File: src/rtl/piso_serializer_pkg.sv
// rtl/piso_serializer_pkg.sv - shared state type and frame sizing for piso_serializer
// Frame length depends on the PISO_SERIALIZER_PARITY_EN macro.
package piso_serializer_pkg;

    typedef enum logic [1:0] {
        IDLE  = 2'd0,
        SHIFT = 2'd1,
        DONE  = 2'd2
    } state_t;

    function automatic int frame_of(input int width);
`ifdef PISO_SERIALIZER_PARITY_EN
        return width + 1;
`else
        return width;
`endif
    endfunction

    function automatic int cw_of(input int width);
        return $clog2(frame_of(width) + 1);
    endfunction

endpackage

File: src/rtl/piso_serializer.sv
// rtl/piso_serializer.sv - parallel-in/serial-out transmitter with per-word bit order
// Optional trailing parity bit when PISO_SERIALIZER_PARITY_EN is defined.
module piso_serializer
    import piso_serializer_pkg::*;
#(
    parameter int WIDTH      = 8,
    parameter bit PARITY_ODD = 1'b0
) (
    input  logic                       clk,
    input  logic                       reset,
    input  logic                       load,
    input  logic [WIDTH-1:0]           data_in,
    input  logic                       msb_first,
    output logic                       ready,
    output logic                       tx,
    output logic                       tx_valid,
    output logic                       fn,
    output logic [cw_of(WIDTH)-1:0]    counter
);

    localparam int FRAME = frame_of(WIDTH);
    localparam int CW    = cw_of(WIDTH);

    state_t           state;
    state_t           state_next;
    logic             accept;
    logic [WIDTH-1:0] ordered;
    logic [FRAME-1:0] word;
    logic [FRAME-1:0] shreg;
    logic [CW-1:0]    cnt;

    // Words are stored pre-ordered so the next bit is always shreg[0].
    always_comb begin
        ordered = '0;
        for (int i = 0; i < WIDTH; i++) begin
            ordered[i] = msb_first ? data_in[WIDTH-1-i] : data_in[i];
        end
    end

`ifdef PISO_SERIALIZER_PARITY_EN
    assign word = {(^data_in) ^ PARITY_ODD, ordered};
`else
    assign word = ordered;
`endif

    always_comb begin
        state_next = state;
        ready      = 1'b0;
        tx_valid   = 1'b0;
        fn         = 1'b0;
        accept     = 1'b0;
        case (state)
            IDLE: begin
                ready = 1'b1;
                if (load) begin
                    accept     = 1'b1;
                    state_next = SHIFT;
                end
            end
            SHIFT: begin
                tx_valid = 1'b1;
                if (cnt == CW'(FRAME)) begin
                    state_next = DONE;
                end
            end
            DONE: begin
                ready = 1'b1;
                fn    = 1'b1;
                if (load) begin
                    accept     = 1'b1;
                    state_next = SHIFT;
                end else begin
                    state_next = IDLE;
                end
            end
            default: state_next = IDLE;
        endcase
    end

    // The register drains to zero by the end of a frame, so tx idles low unaided.
    always_ff @(posedge clk or negedge reset) begin
        if (!reset) begin
            state <= IDLE;
            shreg <= '0;
            cnt   <= '0;
        end else begin
            state <= state_next;
            if (accept) begin
                shreg <= word;
                cnt   <= CW'(1);
            end else if (state == SHIFT) begin
                shreg <= shreg >> 1;
                cnt   <= (cnt == CW'(FRAME)) ? '0 : cnt + CW'(1);
            end
        end
    end

    assign tx      = shreg[0];
    assign counter = cnt;

endmodule

File: config.mk
export PLATFORM = sky130hd
export DESIGN_NAME = piso_serializer
export DESIGN_NICKNAME = d
export VERILOG_FILES = /design/src/rtl/piso_serializer_pkg.sv /design/src/rtl/piso_serializer.sv
export SDC_FILE = /design/constraint.sdc
export NUM_CORES = 1
export LEC_CHECK = 0
export CORE_MARGIN = 5
export CORE_UTILIZATION = 46
export DETAILED_ROUTE_END_ITERATION = 12
export GPL_TIMING_DRIVEN = 1
export HOLD_SLACK_MARGIN = 0.1
export MAX_ROUTING_LAYER = met4
export PLACE_DENSITY = 0.76
export REMOVE_ABC_BUFFERS = 1
export SYNTH_ARGS = -nofsm -noshare
export SYNTH_HDL_FRONTEND = slang
export SYNTH_SLANG_ARGS = --single-unit
File: constraint.sdc
create_clock -name clk -period 1.3 [get_ports clk]
set_input_delay 0.26 -clock clk [delete_from_list [all_inputs] [get_ports clk]]
set_output_delay 0.26 -clock clk [all_outputs]
set_load 0.1 [all_outputs]
==> flow_summary.toml, run 1 <==
[drt]
ant_nets = 0
drt_iter0_markers = 14
routed_wirelength_mm = 2.101
drc = 0
first_pass_iters = 4
routed-via-count = 747
viasPerCell = 5.746
wl_per_cell_um = 16.16

[power_and_ir_drop]
clockPowerShare = 0.071
pwr_density_cell_nw_per_um2 = 2850
p_leak_nw = 0.5250
power.switching_mw = 1.795
power_switching_share = 0.5065
p_int_mw = 1.749
power_frac_comb = 0.693
pwr-share-seq = 0.236
vdd_ir_drop_max_v = 0.003335

[logic_synthesis]
synthesis.area_um2 = 762.0
synthTopCellsByArea = "dfrtp_1 (46%), nand2_1 (8.9%), a211oi_1 (6.9%)"
synth_top_area_frac = 0.4598
yosys_warnings = 0
synth-edff-count = 0
synth.avg_cell_area_um2 = 9.071
netlist_instances = 84
synth_seq_area_share = 0.4598
ys_seq_elements = 14
synth_ff_type = "dfrtp_1"
async_flop_share = 1.000
synth_cell_types = 21
synth_largest_area_cell = "dfrtp_1"

[finish]
final_core_util = 0.8068
drive_gt1_frac = 0.3333
fillCellCount = 93
nets = 130
area_growth_syn_to_layout_pct = 63.22
diodes = 0
fin_area_um2 = 1244

[critical_path]
start_kind = "register"
worstReg2RegStart = "counter[0]"
path_delay_family = "flip-flops"
path_class = "register to primary output"
reg2reg_depth = 5
worstPathArrival_ns = 1.08
rrSetupSlack_ns = 0.04
critPathMaxStageDelay_ns = 0.40
critical_path.slowest_cell = "dfrtp_1"
critPathBufInv = 2
end_kind = "primary output"
r2r_end = "state[0]"
cp_max_fo = 3
cp_cell_sequence = "nand2b_4, inv_4, buf_12"
cp.required_ns = 1.04

[clocking]
clk_pin_slew_ns = 0.09
clockRootBuffer = "clkbuf_4"
clk_latency_ns = 0.28
cts_buffers = 3
cts_tree = "done"
clock_sinks = 14
clock_path_buffers = 2
h-tree-depth = 1

[floorplanning]
die_w_um = 50.70
coreArea_um2 = 1541
die_h_um = 50.70
fp.dieArea_um2 = 2570
io_pins = 20
start_util = 0.4943
num_rows = 14

[placed_design]
pre_cts_ws_ns = -0.1815
gp_congestion = 0.8021
post-dp-hpwl_mm = 1.422
port-buffer-count = 19
place_area_um2 = 1091

[global_route]
antenna_found_initial = 0
grt_pass1_vias = 766
grt.total_usage = 0.1738
grt_overflow = 0
grt_max_degree = 21
grt_pass1_wl_mm = 3.360

[timing]
timing.final.ws_setup_ns = -0.03920
setup_viol = 3
max_freq_mhz = 746.7
min_period_over_period = 1.030
fin_tns_setup_ns = -0.08033
slew_headroom = 0.8447
tightest_slew_ns = 0.2313
drv_slew = 0
fin_crit_ns = 1.339
clock_skew_ns = 0.004532
rsz0062_at_grt = "true"
hold_viol = 0

[run]
drv_cap = 0

[outcome]
outcome = "complete, but fails checks"
violations = "negative setup slack"

[hold_path]
hold_class = "primary input to async pin"
cell usage after synthesis, types with 2 or more instances:
master	instances
nand2_1	18
dfrtp_1	14
a31oi_1	8
nor2b_1	8
a211oi_1	7
nand3_1	4
buf_4	3
inv_1	3
nand2b_1	3
a21oi_1	2
ha_1	2
mux2i_1	2
o21ai_0	2
metrics by stage:
| stage | instances | power, mW | hold slack, ns |
|---|---|---|---|
| finish | 130 | 3.544 | 0.2722 |
| global route | 130 | 3.741 | 0.2871 |
| CTS | 129 | 3.399 | 0.2758 |
| detailed placement | 121 | 2.990 | 0.5023 |
| floorplan | 79 | 2.102 | -0.03559 |
| global placement | 121 | 2.932 | 0.4978 |
flip-flops by register name, indices dropped and copies added (netlist names):
| name | cells |
|---|---|
| shreg | 8 |
| counter | 4 |
| state | 2 |
timing repair:
item,4_1_cts,5_1_grt
hold buffers,0,0
resized for setup,6,14
pin swaps,0,1
setup endpoints to repair,4,13
endpoints found under the hold margin,0,0
buffers inserted,5,1
cell families after synthesis:
kind of cell	synth area share
compound gates	0.1888
fa+ha+maj	0.03284
buf+inv	0.07059
flops	0.4598
mux	0.02627
simple gates	0.2217
area by class of cell:
cell class | count | area, um2 | share of cell area
Multi-Input combinational cell | 61 | 429.2 | 0.3451
Clock buffer | 3 | 22.52 | 0.01811
Tap cell | 16 | 20.02 | 0.01610
Inverter | 4 | 17.52 | 0.01408
Sequential cell | 14 | 354.1 | 0.2847
Timing Repair Buffer | 32 | 400.4 | 0.3219
cells in the final DEF, fill, tap and decap left out, drive strengths merged:
master,netlist,routed
dfrtp,14,14
nor3b,1,1
ha,2,2
inv,4,4
nand3,4,4
a21oi,2,2
mux2i,2,2
a31oi,8,8
o21bai,1,1
a211oi,7,7
clkbuf,0,3
a41oi,1,1
nand2,18,18
nor3,1,1
nor2b,8,8
nand2b,3,3
buf,5,21
clkdlybuf4s50,0,11
o21ai,3,3
power groups by stage:
stage | Combinational (mW) | Sequential, mW | Clock (mW)
after floorplan | 0.807 | 1.30 | 0
after global placement | 2.12 | 0.810 | 0
after detailed placement | 2.17 | 0.816 | 0
after CTS | 2.33 | 0.816 | 0.252
after global routing | 2.59 | 0.869 | 0.278
final | 2.46 | 0.838 | 0.251
worst max path at each step:
stage / depth (start not counted) / start / to / slack (ns)
final: 3 / state[1] / tx_valid / -0.04
after global routing: 3 / state[1] / tx_valid / -0.11
after CTS: 3 / state[1] / tx_valid / -0.05
after detailed placement: 5 / load / shreg[6] / -0.18
after global placement: 5 / load / shreg[0] / -0.09
after floorplan: 1 / state[0] / fn / -0.70
layer usage:
metal / wire (um) / global-route usage
met1: 833 / 0.1989
met2: 1109 / 0.2975
met3: 110 / 0.02663
met5: 0 / -
met4: 48 / 0.07234
Note: power is estimated with default switching activity, not from simulation.
==> run 2, diff against run 1 <==
clock period = 1.5 ns   (was 1.3 ns; I/O delays follow)
==> flow_summary.toml, run 2 (synthesized netlist as in run 1, its figures left out) <==
[outcome]
outcome = "finished, final reports clean"

[timing]
fin_tns_setup_ns = 0
setup_viol = 0
clock_skew_ns = 0.002500
max_freq_mhz = 692.9
fin_crit_ns = 1.443
tightest_slew_ns = 0.3015
drv_slew = 0
fin_hold_ws_ns = 0.3170
hold_viol = 0
slew_headroom = 0.7990
rsz0062_at_grt = "false"
min_period_over_period = 0.9622

[critical_path]
cp.required_ns = 1.20
critPathMaxStageDelay_ns = 0.44
start_kind = "register"
critical_path.slowest_cell = "dfrtp_1"
reg2reg_depth = 5
cp_cell_sequence = "nor2b_1, buf_12"
path_depth = 2
path_class = "register to primary output"
path_delay_family = "flip-flops"
end_kind = "primary output"
worstReg2RegStart = "counter[0]"
critPathBufInv = 1
rrSetupSlack_ns = 0.21
worstPathArrival_ns = 1.14
r2r_end = "state[0]"
cp_max_fo = 5

[global_route]
use_met1 = 0.1963
grt_util_met2 = 0.2149
grt_pass1_vias = 631
busiest_layer = "met2"
grt_max_degree = 21
grt_pass1_wl_mm = 2.898
grt_overflow = 0
grt.total_usage = 0.1486
grtUsageMet3 = 0.02663
antenna_found_initial = 0

[power_and_ir_drop]
power_frac_comb = 0.651
pwr-share-seq = 0.254
p_int_mw = 1.416
vdd_ir_drop_max_v = 0.002535
power_switching_share = 0.5064
power.switching_mw = 1.453
p_leak_nw = 0.4956
pwr_density_cell_nw_per_um2 = 2523
clockPowerShare = 0.095

[finish]
largest_reg_flops = 8
final_common_cell = "nand2_1"
diodes = 0
drive_gt1_frac = 0.1927
layout_common_cells = "nand2_1 (18), dfrtp_1 (14), clkdlybuf4s50_1 (11), buf_12 (10)"
nets = 124
top_register = "shreg"
area_growth_syn_to_layout_pct = 49.26
fin_area_um2 = 1137

[run]
drv_cap = 0

[clocking]
clockRootBuffer = "clkbuf_4"
h-tree-depth = 1
clock_path_buffers = 2
cts_buffers = 3
cts_tree = "done"
clk_latency_ns = 0.28
clk_pin_slew_ns = 0.08
clock_sinks = 14

[floorplanning]
die_h_um = 50.70
die_w_um = 50.70
io_pins = 20
coreArea_um2 = 1541
start_util = 0.4943
num_rows = 14
fp.dieArea_um2 = 2570

[drt]
drt_iter0_markers = 15
first_pass_iters = 5
viasPerCell = 5.600
routed-via-count = 700
drc = 0
wl_per_cell_um = 13.57
routed_wirelength_mm = 1.696
ant_nets = 0

[placed_design]
gp_congestion = 0.7854
port-buffer-count = 19
post-dp-hpwl_mm = 1.220
place_area_um2 = 1076

[hold_path]
hold_class = "primary input to async pin"
[run 2: cell count changes in the layout (fill, tap and decap cells not counted), moves of 2 or more]
cell / change
a211oi_1: +4
a211oi_4: -2
buf_4: -4
dfrtp_2: -3
buf_6: -2
a211oi_2: -2
dfrtp_1: +3
[run 2: final cells by class]
cell class                      instances  area, um2
Clock buffer                            4      36.28
Sequential cell                        14      350.3
Inverter                                4      17.52
Multi-Input combinational cell         61      365.4
Fill cell                             117      404.1
Timing Repair Buffer                   26      347.8
Tap cell                               16      20.02
[run 2: worst max-delay path by stage]
stage,endpoint,start,slack (ns)
2_1_floorplan,fn,state[0],-0.54
3_3_place_gp,shreg[6],load,0.07
4_1_cts,tx_valid,state[1],0.004
5_1_grt,fn,state[0],0.01
3_5_place_dp,shreg[0],load,0.05
6_report,fn,state[0],0.06
[run 2: timing repair]
action | CTS | global route
resized for setup | 1 | 1
setup buffers | 0 | 2
hold buffers | 0 | 0
setup endpoints to repair | 1 | 1
[run 2: through the flow]
step                      instances  setup WS [ns]    util  power, mW
final                           125        0.05674  0.7378      2.870
after global routing            125        0.01121  0.7378      3.048
after CTS                       123       0.004255  0.7232      2.827
after detailed placement        119        0.04698  0.6981      2.532
after global placement          119        0.07414  0.6981      2.501
after floorplan                  79        -0.5351       -      1.822
[run 2: routing by layer]
layer	wire, um	vias up
met3	93	5
met5	0	-
met1	753	326
met2	808	25
met4	40	0
li1	-	344
[run 2: worst register-to-register path: cells and delay by family (launching register included)]
kind | cells | cell delay [ns]
AOI/OAI and AO/OA | 1 | 0.25
buffers and inverters | 1 | 0.12
adders and majority gates | 1 | 0.17
and+or+nand+nor | 2 | 0.18
DFF | 1 | 0.47
[run 2: power groups by stage]
stage	sequential (mW)	clock, mW	combinational (mW)
2_1_floorplan	1.12	0	0.699
3_3_place_gp	0.725	0	1.78
4_1_cts	0.723	0.276	1.83
3_5_place_dp	0.728	0	1.80
6_report	0.729	0.271	1.87
5_1_grt	0.759	0.300	1.99
==> run 3, diff against run 2 <==
ABC_AREA = 0   (was default)
SETUP_SLACK_MARGIN = 0.02   (was default)
==> flow_summary.toml, run 3 (synthesized netlist as in run 1, its figures left out) <==
[outcome]
outcome = "finished, final reports clean"

[finish]
final_common_cell = "nand2_1"
drive_gt1_frac = 0.1852
stdcell_count = 124
nets = 123
largest_reg_flops = 8
seq_area_um2 = 350.3
multi_input_area_um2 = 365.4
layout_common_cells = "nand2_1 (18), dfrtp_1 (14), clkdlybuf4s50_1 (11), buf_12 (10)"
fillCellCount = 121
final_core_util = 0.7330
diodes = 0
top_register = "shreg"
area_growth_syn_to_layout_pct = 48.28
fin_area_um2 = 1130

[global_route]
grt_pass1_vias = 636
grt_max_degree = 21
grt_overflow = 0
grt.total_usage = 0.1536
grt_pass1_wl_mm = 2.967
antenna_found_initial = 0

[timing]
rsz0062_at_grt = "true"
slew_headroom = 0.7914
fin_crit_ns = 1.440
max_freq_mhz = 694.3
hold_viol = 0
tightest_slew_ns = 0.3130
setup_viol = 0
min_period_over_period = 0.9603
clock_skew_ns = 0.002118
timing.final.ws_setup_ns = 0.05962
drv_slew = 0

[drt]
first_pass_iters = 5
wl_per_cell_um = 14.10
routed-via-count = 679
drt_iter0_markers = 16
ant_nets = 0
drc = 0
routed_wirelength_mm = 1.748
viasPerCell = 5.476

[clocking]
clock_sinks = 14
cts_buffers = 3
cts_hold_buf = 0
clk_pin_slew_ns = 0.08
clock_path_buffers = 2
cts_tree = "done"
clockRootBuffer = "clkbuf_4"
clk_latency_ns = 0.28
h-tree-depth = 1

[placed_design]
pre_cts_ws_ns = 0.04698
port-buffer-count = 19
post-dp-hpwl_mm = 1.220
place_area_um2 = 1076
gp_congestion = 0.7854
dpl.cell_count = 119

[power_and_ir_drop]
p_leak_nw = 0.4910
pwr_density_cell_nw_per_um2 = 2530
vdd_ir_drop_max_v = 0.002529

[floorplanning]
die_h_um = 50.70
die_w_um = 50.70
num_rows = 14
coreArea_um2 = 1541
fp.dieArea_um2 = 2570
start_util = 0.4943
io_pins = 20

[hold_path]
hold_class = "primary input to async pin"

[run]
drv_cap = 0

[critical_path]
path_class = "register to primary output"
cp_max_fo = 5
start_kind = "register"
end_kind = "primary output"
worstPathArrival_ns = 1.14
cp.required_ns = 1.20
rrSetupSlack_ns = 0.22
-- run 3: cell types whose count changed in the layout (fill, tap and decap cells not counted), sizes merged --
cell  change
buf       -1
-- run 3: critical path, stage by stage, from the launching register on --
cell and delay, ns:
dfrtp_1 0.44, nor2b_1 0.22, buf_12 0.20
-- run 3: path summary, 6_finish.rpt --
| path | from | endpoint | cells after the start |
|---|---|---|---|
| setup / recovery | state[0] | fn | 2 |
| hold / removal | reset | counter[3] | 2 |
| setup reg to reg | counter[0] | state[0] | 5 |
| hold reg to reg | shreg[7] | shreg[7] | 2 |
| max in group asynchronous | reset | state[0] | 2 |
| min in group clk | shreg[7] | shreg[7] | 2 |
-- run 3: repair_timing --
item / 4_1_cts / 5_1_grt
gates resized for setup: 1 / 1
endpoints found under the setup margin: 1 / 1
setup buffers: 1 / 0
hold endpoints to repair: 0 / 0
-- run 3: metal layers --
metal	part of all wire	global-route usage	routed length [um]	up-vias
met5	0	-	0	-
met4	0.022	0.07660	39	0
met3	0.044	0.02663	77	5
met2	0.48	0.2211	831	15
met1	0.46	0.2055	800	319
li1	-	-	-	340
-- run 3: through the flow --
step	hold slack, ns	total power, mW	TNS (ns)
after detailed placement	0.5055	2.532	0
final	0.3189	2.859	0
after floorplan	0.004409	1.822	-1.830
after CTS	0.3209	2.855	0
after global routing	0.3181	3.037	0
after global placement	0.4937	2.501	0
-- run 3: area by class of cell --
class,count,area share
Tap cell,16,0.01772
Inverter,4,0.01550
Sequential cell,14,0.3101
Clock buffer,4,0.03212
Multi-Input combinational cell,61,0.3234
Timing Repair Buffer,25,0.3012
-- run 3: where the power goes --
part	internal [mW]	switching [mW]	total [mW]
Sequential	0.549	0.182	0.731
Combinational	0.703	1.15	1.86
Clock	0.148	0.123	0.271
Total	1.40	1.46	2.86
